## src/rtl/fft_frame_sched.sv

```systemverilog
// Run-level sequencer for the streaming FFT: gates the sample source and counts
// input/output frames independently, with completion pulses and a stall watchdog.
module fft_frame_sched #(
  parameter int unsigned DATA_NUM = 8192,
  parameter int unsigned CNT_W    = 13,
  parameter int unsigned FRAME_W  = 16,
  parameter int unsigned TIMEOUT  = 65535,
  parameter int unsigned TO_W     = 16
) (
  input  logic               clk,
  input  logic               rst_n,
  input  logic               start,
  input  logic [FRAME_W-1:0] num_frames,
  input  logic               abort,
  input  logic               in_valid,
  input  logic               out_valid,
  output logic               src_en,
  output logic               busy,
  output logic               frame_done,
  output logic               run_done,
  output logic               timeout_err,
  output logic [FRAME_W-1:0] frames_out,
  output logic [CNT_W-1:0]   in_cnt,
  output logic [CNT_W-1:0]   out_cnt
);

  localparam logic [CNT_W-1:0] CNT_LAST = CNT_W'(DATA_NUM - 1);
  localparam logic [TO_W-1:0]  TO_LIMIT = TO_W'(TIMEOUT);

  typedef enum logic [2:0] {S_IDLE, S_FEED, S_DRAIN, S_DONE, S_ERR} state_t;

  state_t             state_q, state_d;
  logic               src_en_q, src_en_d;
  logic               busy_q, busy_d;
  logic               frame_done_q, frame_done_d;
  logic               run_done_q, run_done_d;
  logic               timeout_err_q, timeout_err_d;
  logic [FRAME_W-1:0] frames_out_q, frames_out_d;
  logic [FRAME_W-1:0] frames_in_q, frames_in_d;
  logic [FRAME_W-1:0] num_frames_q, num_frames_d;
  logic [CNT_W-1:0]   in_cnt_q, in_cnt_d;
  logic [CNT_W-1:0]   out_cnt_q, out_cnt_d;
  logic [TO_W-1:0]    wd_q, wd_d;

  logic in_wrap, out_wrap, last_in, last_out, any_valid, wd_hit;

  always_comb begin
    state_d       = state_q;
    timeout_err_d = timeout_err_q;
    frames_out_d  = frames_out_q;
    frames_in_d   = frames_in_q;
    num_frames_d  = num_frames_q;
    in_cnt_d      = in_cnt_q;
    out_cnt_d     = out_cnt_q;
    wd_d          = wd_q;
    frame_done_d  = 1'b0;
    run_done_d    = 1'b0;
    any_valid     = in_valid | out_valid;
    in_wrap       = (state_q == S_FEED) && in_valid && (in_cnt_q == CNT_LAST);
    out_wrap      = out_valid && (out_cnt_q == CNT_LAST);
    last_in       = in_wrap && (num_frames_q != '0) &&
                    ((frames_in_q + FRAME_W'(1)) == num_frames_q);
    last_out      = out_wrap && (num_frames_q != '0) &&
                    ((frames_out_q + FRAME_W'(1)) == num_frames_q);
    wd_hit        = !any_valid && ((wd_q + TO_W'(1)) == TO_LIMIT);

    case (state_q)
      S_IDLE: begin
        if (start && !abort) begin
          num_frames_d  = num_frames;
          in_cnt_d      = '0;
          out_cnt_d     = '0;
          frames_in_d   = '0;
          frames_out_d  = '0;
          wd_d          = '0;
          timeout_err_d = 1'b0;
          state_d       = S_FEED;
        end
      end
      S_FEED, S_DRAIN: begin
        if (abort) begin
          state_d = S_IDLE;
        end else begin
          // Input side only advances while the source is enabled
          if ((state_q == S_FEED) && in_valid) begin
            in_cnt_d = in_wrap ? '0 : in_cnt_q + CNT_W'(1);
            if (in_wrap) frames_in_d = frames_in_q + FRAME_W'(1);
          end
          if (out_valid) begin
            out_cnt_d = out_wrap ? '0 : out_cnt_q + CNT_W'(1);
            if (out_wrap) begin
              frames_out_d = frames_out_q + FRAME_W'(1);
              frame_done_d = 1'b1;
            end
          end
          wd_d = any_valid ? '0 : wd_q + TO_W'(1);
          // Run completion outranks the watchdog and the end-of-feed transition
          if (last_out) begin
            state_d    = S_DONE;
            run_done_d = 1'b1;
          end else if (wd_hit) begin
            state_d       = S_ERR;
            timeout_err_d = 1'b1;
          end else if (last_in) begin
            state_d = S_DRAIN;
          end
        end
      end
      S_DONE: state_d = S_IDLE;
      S_ERR: begin
        if (abort) state_d = S_IDLE;
      end
      default: state_d = S_IDLE;
    endcase

    src_en_d = (state_d == S_FEED);
    busy_d   = (state_d == S_FEED) || (state_d == S_DRAIN);
  end

  always_ff @(posedge clk or negedge rst_n) begin
    if (!rst_n) begin
      state_q       <= S_IDLE;
      src_en_q      <= 1'b0;
      busy_q        <= 1'b0;
      frame_done_q  <= 1'b0;
      run_done_q    <= 1'b0;
      timeout_err_q <= 1'b0;
      frames_out_q  <= '0;
      frames_in_q   <= '0;
      num_frames_q  <= '0;
      in_cnt_q      <= '0;
      out_cnt_q     <= '0;
      wd_q          <= '0;
    end else begin
      state_q       <= state_d;
      src_en_q      <= src_en_d;
      busy_q        <= busy_d;
      frame_done_q  <= frame_done_d;
      run_done_q    <= run_done_d;
      timeout_err_q <= timeout_err_d;
      frames_out_q  <= frames_out_d;
      frames_in_q   <= frames_in_d;
      num_frames_q  <= num_frames_d;
      in_cnt_q      <= in_cnt_d;
      out_cnt_q     <= out_cnt_d;
      wd_q          <= wd_d;
    end
  end

  assign src_en      = src_en_q;
  assign busy        = busy_q;
  assign frame_done  = frame_done_q;
  assign run_done    = run_done_q;
  assign timeout_err = timeout_err_q;
  assign frames_out  = frames_out_q;
  assign in_cnt      = in_cnt_q;
  assign out_cnt     = out_cnt_q;

endmodule

```

## config.mk

```make
export PLATFORM = sky130hd
export DESIGN_NAME = fft_frame_sched
export DESIGN_NICKNAME = d
export VERILOG_FILES = /design/src/rtl/fft_frame_sched.sv
export SDC_FILE = /design/constraint.sdc
export NUM_CORES = 1
export LEC_CHECK = 0
export BUFFER_PORTS_ARGS = -buffer_cell sky130_fd_sc_hd__buf_4
export CORE_MARGIN = 3
export CORE_UTILIZATION = 60
export DETAILED_ROUTE_END_ITERATION = 8
export HOLD_SLACK_MARGIN = 0.08
export PLACE_DENSITY = 0.79
export SLEW_MARGIN = 20
export SYNTH_ARGS = -nofsm -noshare
export SYNTH_HDL_FRONTEND = slang
export SYNTH_SLANG_ARGS = --single-unit
```

## constraint.sdc

```tcl
create_clock -name clk -period 8.2 [get_ports clk]
set_input_delay 0.41 -clock clk [delete_from_list [all_inputs] [get_ports clk]]
set_output_delay 0.41 -clock clk [all_outputs]
set_load 0.01 [all_outputs]
```

# After elaboration in Yosys (flattened, before gate mapping)
# Index checks and enable logic that the tools add are counted.
dict set report word_totals {
  reg_bits 98
  in_bits 22
}
dict set report op_classes {
  n_bitwise 1
  n_eq_ne 18
  mux 40
  n_reduce_logical 23
  n_addsub 5
}
# operator n
set ops {}
lappend ops {{$mux 16} 9}
lappend ops {{$pmux 16 s2} 3}
lappend ops {{$mux 13} 7}
lappend ops {{$pmux 13 s2} 2}
lappend ops {{$add 16x1->16 const B} 3}
lappend ops {{$eq 16x16->1} 2}
lappend ops {{$add 13x1->13 const B} 2}
lappend ops {{$eq 13x13->1 const B} 2}
lappend ops {{$mux 3} 6}
lappend ops {{$eq 16x16->1 const B} 1}
lappend ops {{$ne 2x2->1 const B} 8}
lappend ops {{$reduce_bool 16->1} 1}
lappend ops {{$reduce_and 5->1} 3}
lappend ops {{$mux 1} 11}
lappend ops {{$logic_and 1x1->1} 9}
lappend ops {{$pmux 3 s3} 1}
lappend ops {{$reduce_and 4->1} 2}
lappend ops {{$eq 3x1->1 const B} 2}
lappend ops {{$eq 3x2->1 const B} 2}
lappend ops {{$eq 3x3->1 const B} 1}
lappend ops {{$logic_not 3->1} 1}
lappend ops {{$reduce_and 3->1} 1}
lappend ops {{$logic_not 1->1} 2}
lappend ops {{$pmux 1 s2} 1}
lappend ops {{other kinds (5)} 5}

# Depth between registers and ports, before layout
dict set report depth {
  ltp_word 12
  mapped_depth 11
}

# Least setup slack after synthesis
# Ideal clock, no wire load.
dict set report synth_timing {
  kind {reg-to-reg}
  from {reg frames_in_q[0]}
  to {reg busy_q (netlist: busy)}
  n_path_buf 0
  period_less_slack_ps 2677
  t_arrival_ps 2552
  stages_incl_launch_ff 11
  required_ps 8075
  slack_ps 5523
  cell_sequence {dfrtp_1 -> ha_1 -> and3_2 -> nand3_1 -> xnor2_1 -> a2111o_1 -> or4_4 -> a2111oi_4 -> o31ai_1 -> a21oi_2 -> xnor2_1}
}
dict set report synth_via {
  elab_chain_cells 10
  elab_cells_between_ends 11
  classes_between {add/sub: 1; eq/ne: 3; mux: 5; reduce/logical: 2}
}
# item line
set synth_rtl {}
lappend synth_rtl {{from (decl)} 39} ;# logic [FRAME_W-1:0] frames_in_q, frames_in_d;
lappend synth_rtl {{from (signal assigned)} 142} ;# frames_in_q <= frames_in_d;
lappend synth_rtl {{$add 16x1->16 (*)} 62} ;# ((frames_in_q + FRAME_W'(1)) == num_frames_q);
lappend synth_rtl {{$eq 16x16->1 (*)} 62}
lappend synth_rtl {{$logic_and 1x1->1 (*)} 61} ;# last_in = in_wrap && (num_frames_q != '0) &&
lappend synth_rtl {{$mux 3 (*)} 104} ;# end else if (last_in) begin
lappend synth_rtl {{$mux 3 (*)} 101} ;# end else if (wd_hit) begin
lappend synth_rtl {{$mux 3 (*)} 98} ;# if (last_out) begin
lappend synth_rtl {{$mux 3 (*)} 81} ;# if (abort) begin
lappend synth_rtl {{$pmux 3 s3 (*)} 67} ;# case (state_q)
lappend synth_rtl {{$eq 3x1->1 or $eq 3x2->1 (tied branches)} 117} ;# busy_d = (state_d == S_FEED) || (state_d == S_DRAIN);
lappend synth_rtl {{$logic_or 1x1->1 (*)} 117}
lappend synth_rtl {{net busy_d} 34} ;# logic busy_q, busy_d;
lappend synth_rtl {{to (signal assigned)} 137} ;# busy_q <= busy_d;
lappend synth_rtl {{to (decl)} 34}
# The timed path passes the listed nets; every way through them passes the cells marked *.
# A chain may end at the register's enable or synchronous reset.

# Worst setup path after layout
dict set report layout_timing {
  from {reg state_q[1]}
  to {reg frames_in_q[8]}
}
dict set report layout_via {
  elab_chain_cells 5
  elab_cells_between_ends 13
  classes_between {eq/ne: 6; mux: 1; reduce/logical: 6}
}
# item line
set layout_rtl {}
lappend layout_rtl {{from (decl)} 32} ;# state_t state_q, state_d;
lappend layout_rtl {{from (signal assigned)} 135} ;# state_q <= state_d;
lappend layout_rtl {{$eq 3x1->1} {59, 67, 85}}
lappend layout_rtl {{$logic_and 1x1->1} {59, 85}}
lappend layout_rtl {{$logic_and 1x1->1} 59} ;# in_wrap = (state_q == S_FEED) && in_valid && (in_cnt_q == CNT_LAST);
lappend layout_rtl {{$ne 2x2->1 (no line)} -}
lappend layout_rtl {{$reduce_and 5->1 (no line)} -}
# Parallel ways exist; a longest one is shown, timed or not.

==> impl_metrics.csv <==
group,metric,value,unit
outcome,outcome,"finished, final reports clean",
sta,finalSetupViolCount,0,
drt,wl_per_cell,17.8,um
clock_tree,cts.path.max_buffers,2,
synthesis,yosysSeqAreaShare,40.9,%
synthesis,synthCells,686,
sta,clock_skew,5.52,ps
power,fin_total_pwr,0.00102,W
clock_tree,htreeDepth,3,
clock_tree,hold_buffers,1,
sta,tightest_slew,942,ps
sta,relSlewSlack,36.8,%
critical_path,setup.worst_path.start_class,"flip-flop",
sta,rsz0062_at_grt,"false",
global_route,antenna_found_initial,0,
drt,vias,5428,
die,dieArea,0.0112,sq mm
global_route,overflow,0,
synthesis,syn_area,0.00599,sq mm
clock_tree,cts_tree,"built",
drt,wl,15400,um
sta,post-route-period-util,38.7,%
critical_path,endpoint_kind,"flip-flop",
drt,drc,0,
die,die_w,106,um
layout,layout.cells.non_filler,868,
layout,layout-area-overhead-vs-synth,13.0,%
die,row_count,35,
global_route,grt_pass1_wl,26000,um
sta,finalHoldViolCount,0,
critical_path,worstPathMaxFanout,15,
clock_tree,ctsResizeCount,0,
layout,drive_gt1_share,16.8,%
min_path,worstHoldPathType,"in -> reg",
synthesis,synth-async-reset-ratio,100,%
layout,diodes,0,
drt,ant_nets,0,
placed_design,placedCellCount,851,
drt,first_pass_iters,5,
placed_design,place_congestion,0.911,
die,ios,69,
die,dieHeight,106,um
clock_tree,numCtsBuffers,9,
clock_tree,cts-root-buf,"clkbuf_8",
clock_tree,clock_latency,370,ps
sta,min_period,3170,ps
power,ir_drop,0.000130,V
sta,tns,0,ps
synthesis,avgSynthCellArea,8.74,sq um
sta,slew_violations,0,
global_route,grt_util_all_layers,28.5,%
synthesis,ys_warn_count,0,
power,leakage,2.82,nW
synthesis,syn-num-nets,714,
clock_tree,clock_sinks,98,
critical_path,cp_data_arrival_time,3440,ps
global_route,grt_pass1_vias,5248,
layout,fill_cells,771,
synthesis,synth_seq_cells,98,
critical_path,worstSetupPathType,"reg -> reg",
synthesis,ys_types,61,
die,core,0.00946,sq mm
global_route,grt_start_max_net_pins,56,
clock_tree,cts_setup_buffers,0,
power,power_density,151,mW/mm^2
critical_path,crit_required,8470,ps
sta,fmax,315,MHz
placed_design,dp_hpwl,11000,um
layout,fin_nets,762,
clock_tree,cts.clk_slew.worst_paths,90,ps
synthesis,synth-edff-count,0,
flow_run,cap_violations,0,
drt,drt-initial-drc-count,406,
placed_design,portBuffers,68,
synthesis,synth-main-ff-cell,"dfrtp_1",
drt,vias_per_cell,6.25,
die,initial_core_util,63.4,%
-- flip-flops by register name, summed over array words and instances, names as in the netlist --
name	count
in_cnt	13
frames_out	16
state_q	3
wd_q	16
src_en	1
run_done	1
timeout_err	1
busy	1
frame_done	1
frames_in_q	16
out_cnt	13
num_frames_q	16
-- stage by stage --
step           setup slack [ps]  area, sq um  hold slack [ps]  utilization (%)
6_report                   5030         6770              249             71.6
4_1_cts                    5060         6770              237             71.6
2_1_floorplan              5520         5990              114                -
5_1_grt                    4790         6770              228             71.6
3_3_place_gp               5270         6560              442             69.3
3_5_place_dp               5180         6560              446             69.3
-- where the power goes --
part           internal [W]  switching (W)
Sequential         0.000503      0.0000407
Clock              0.000158       0.000169
Combinational     0.0000699      0.0000798
-- layout by cell type, fill, tap and decap left out, types with 6 or more instances in the layout --
cell,instances
mux2_2,16
a31oi_1,16
o41ai_1,7
inv_1,13
and3_1,6
xnor2_1,38
a21oi_1,29
nor2_1,68
clkbuf_8,11
and4_1,6
o31ai_1,19
nor3_1,16
nand4_1,20
dfrtp_1,98
nand2_1,74
nand2b_1,6
nor4_1,11
ha_1,6
xor2_1,20
buf_4,73
o21ai_0,77
and2_1,11
nand3_1,33
-- critical path, stage by stage, from the launching register on --
cell and delay, ps:
dfrtp_1 520, nand2b_1 220, nor4_1 320, nand3_1 170, and2_1 220, nor2_1 660, nand2_1 560, o41ai_1 380
-- logic make-up (layout without fill, tap and decap cells) --
kind of cell	after synthesis	after routing	share of synthesized area, %
flops	98	98	40.9
buf+inv	50	103	3.49
fa+ha+maj	6	6	1.25
xor+xnor	58	58	8.47
mux	19	19	3.51
simple gates	280	280	24.3
compound gates	175	175	18.1
-- worst paths after layout --
kind	startpoint	end	slack, ps	cells after the start
worst max-delay path	state_q[1]$_DFF_PN0_	frames_in_q[8]$_DFFE_PN0P_	5030	7
worst min-delay path	abort	state_q[2]$_DFF_PN0_	250	2
worst max register to register	state_q[1]$_DFF_PN0_	frames_in_q[8]$_DFFE_PN0P_	5030	7
worst min register to register	timeout_err$_DFFE_PN0P_	timeout_err$_DFFE_PN0P_	530	2
max in group asynchronous	rst_n	wd_q[2]$_DFFE_PN0P_	6520	3
min in group asynchronous	rst_n	num_frames_q[13]$_DFFE_PN0P_	590	2
-- layout make-up --
cell class | count | area, sq um | share of cell area, %
clock buffer | 12 | 155 | 2.29
timing repair buffer | 74 | 558 | 8.24
multi-input combinational | 538 | 3350 | 49.4
clock inverter | 4 | 48.8 | 0.721
tap | 129 | 161 | 2.38
inverter | 13 | 48.8 | 0.721
sequential | 98 | 2450 | 36.2
-- cells in the mapped netlist, drive strengths merged (7+ instances only) --
| cell type | n | area, sq um |
|---|---|---|
| o31ai | 20 | 150 |
| inv | 13 | 48.8 |
| nand3 | 34 | 183 |
| nand2 | 75 | 284 |
| o21ai | 78 | 390 |
| buf | 10 | 58.8 |
| mux2 | 16 | 180 |
| and2 | 11 | 68.8 |
| o41ai | 7 | 61.3 |
| xor2 | 20 | 175 |
| a21oi | 31 | 163 |
| dfrtp | 98 | 2450 |
| nand4 | 22 | 168 |
| nor2 | 70 | 282 |
| nor4 | 13 | 103 |
| xnor2 | 38 | 333 |
| clkbuf | 27 | 101 |
| a31oi | 16 | 100 |
| and3 | 8 | 52.6 |
| nor3 | 16 | 80.1 |
-- routing by layer --
| metal | up-vias | global-route usage, % | share of wire [%] | routed length, um |
|---|---|---|---|---|
| met3 | 18 | 5.83 | 6.9 | 1060 |
| li1 | 2577 | - | - | - |
| met4 | 0 | 8.14 | 1.2 | 184 |
| met5 | - | 0 | 0 | 0 |
| met1 | 2632 | 39.2 | 43 | 6590 |
| met2 | 201 | 46.0 | 49 | 7600 |
(Power assumes the default switching activity.)
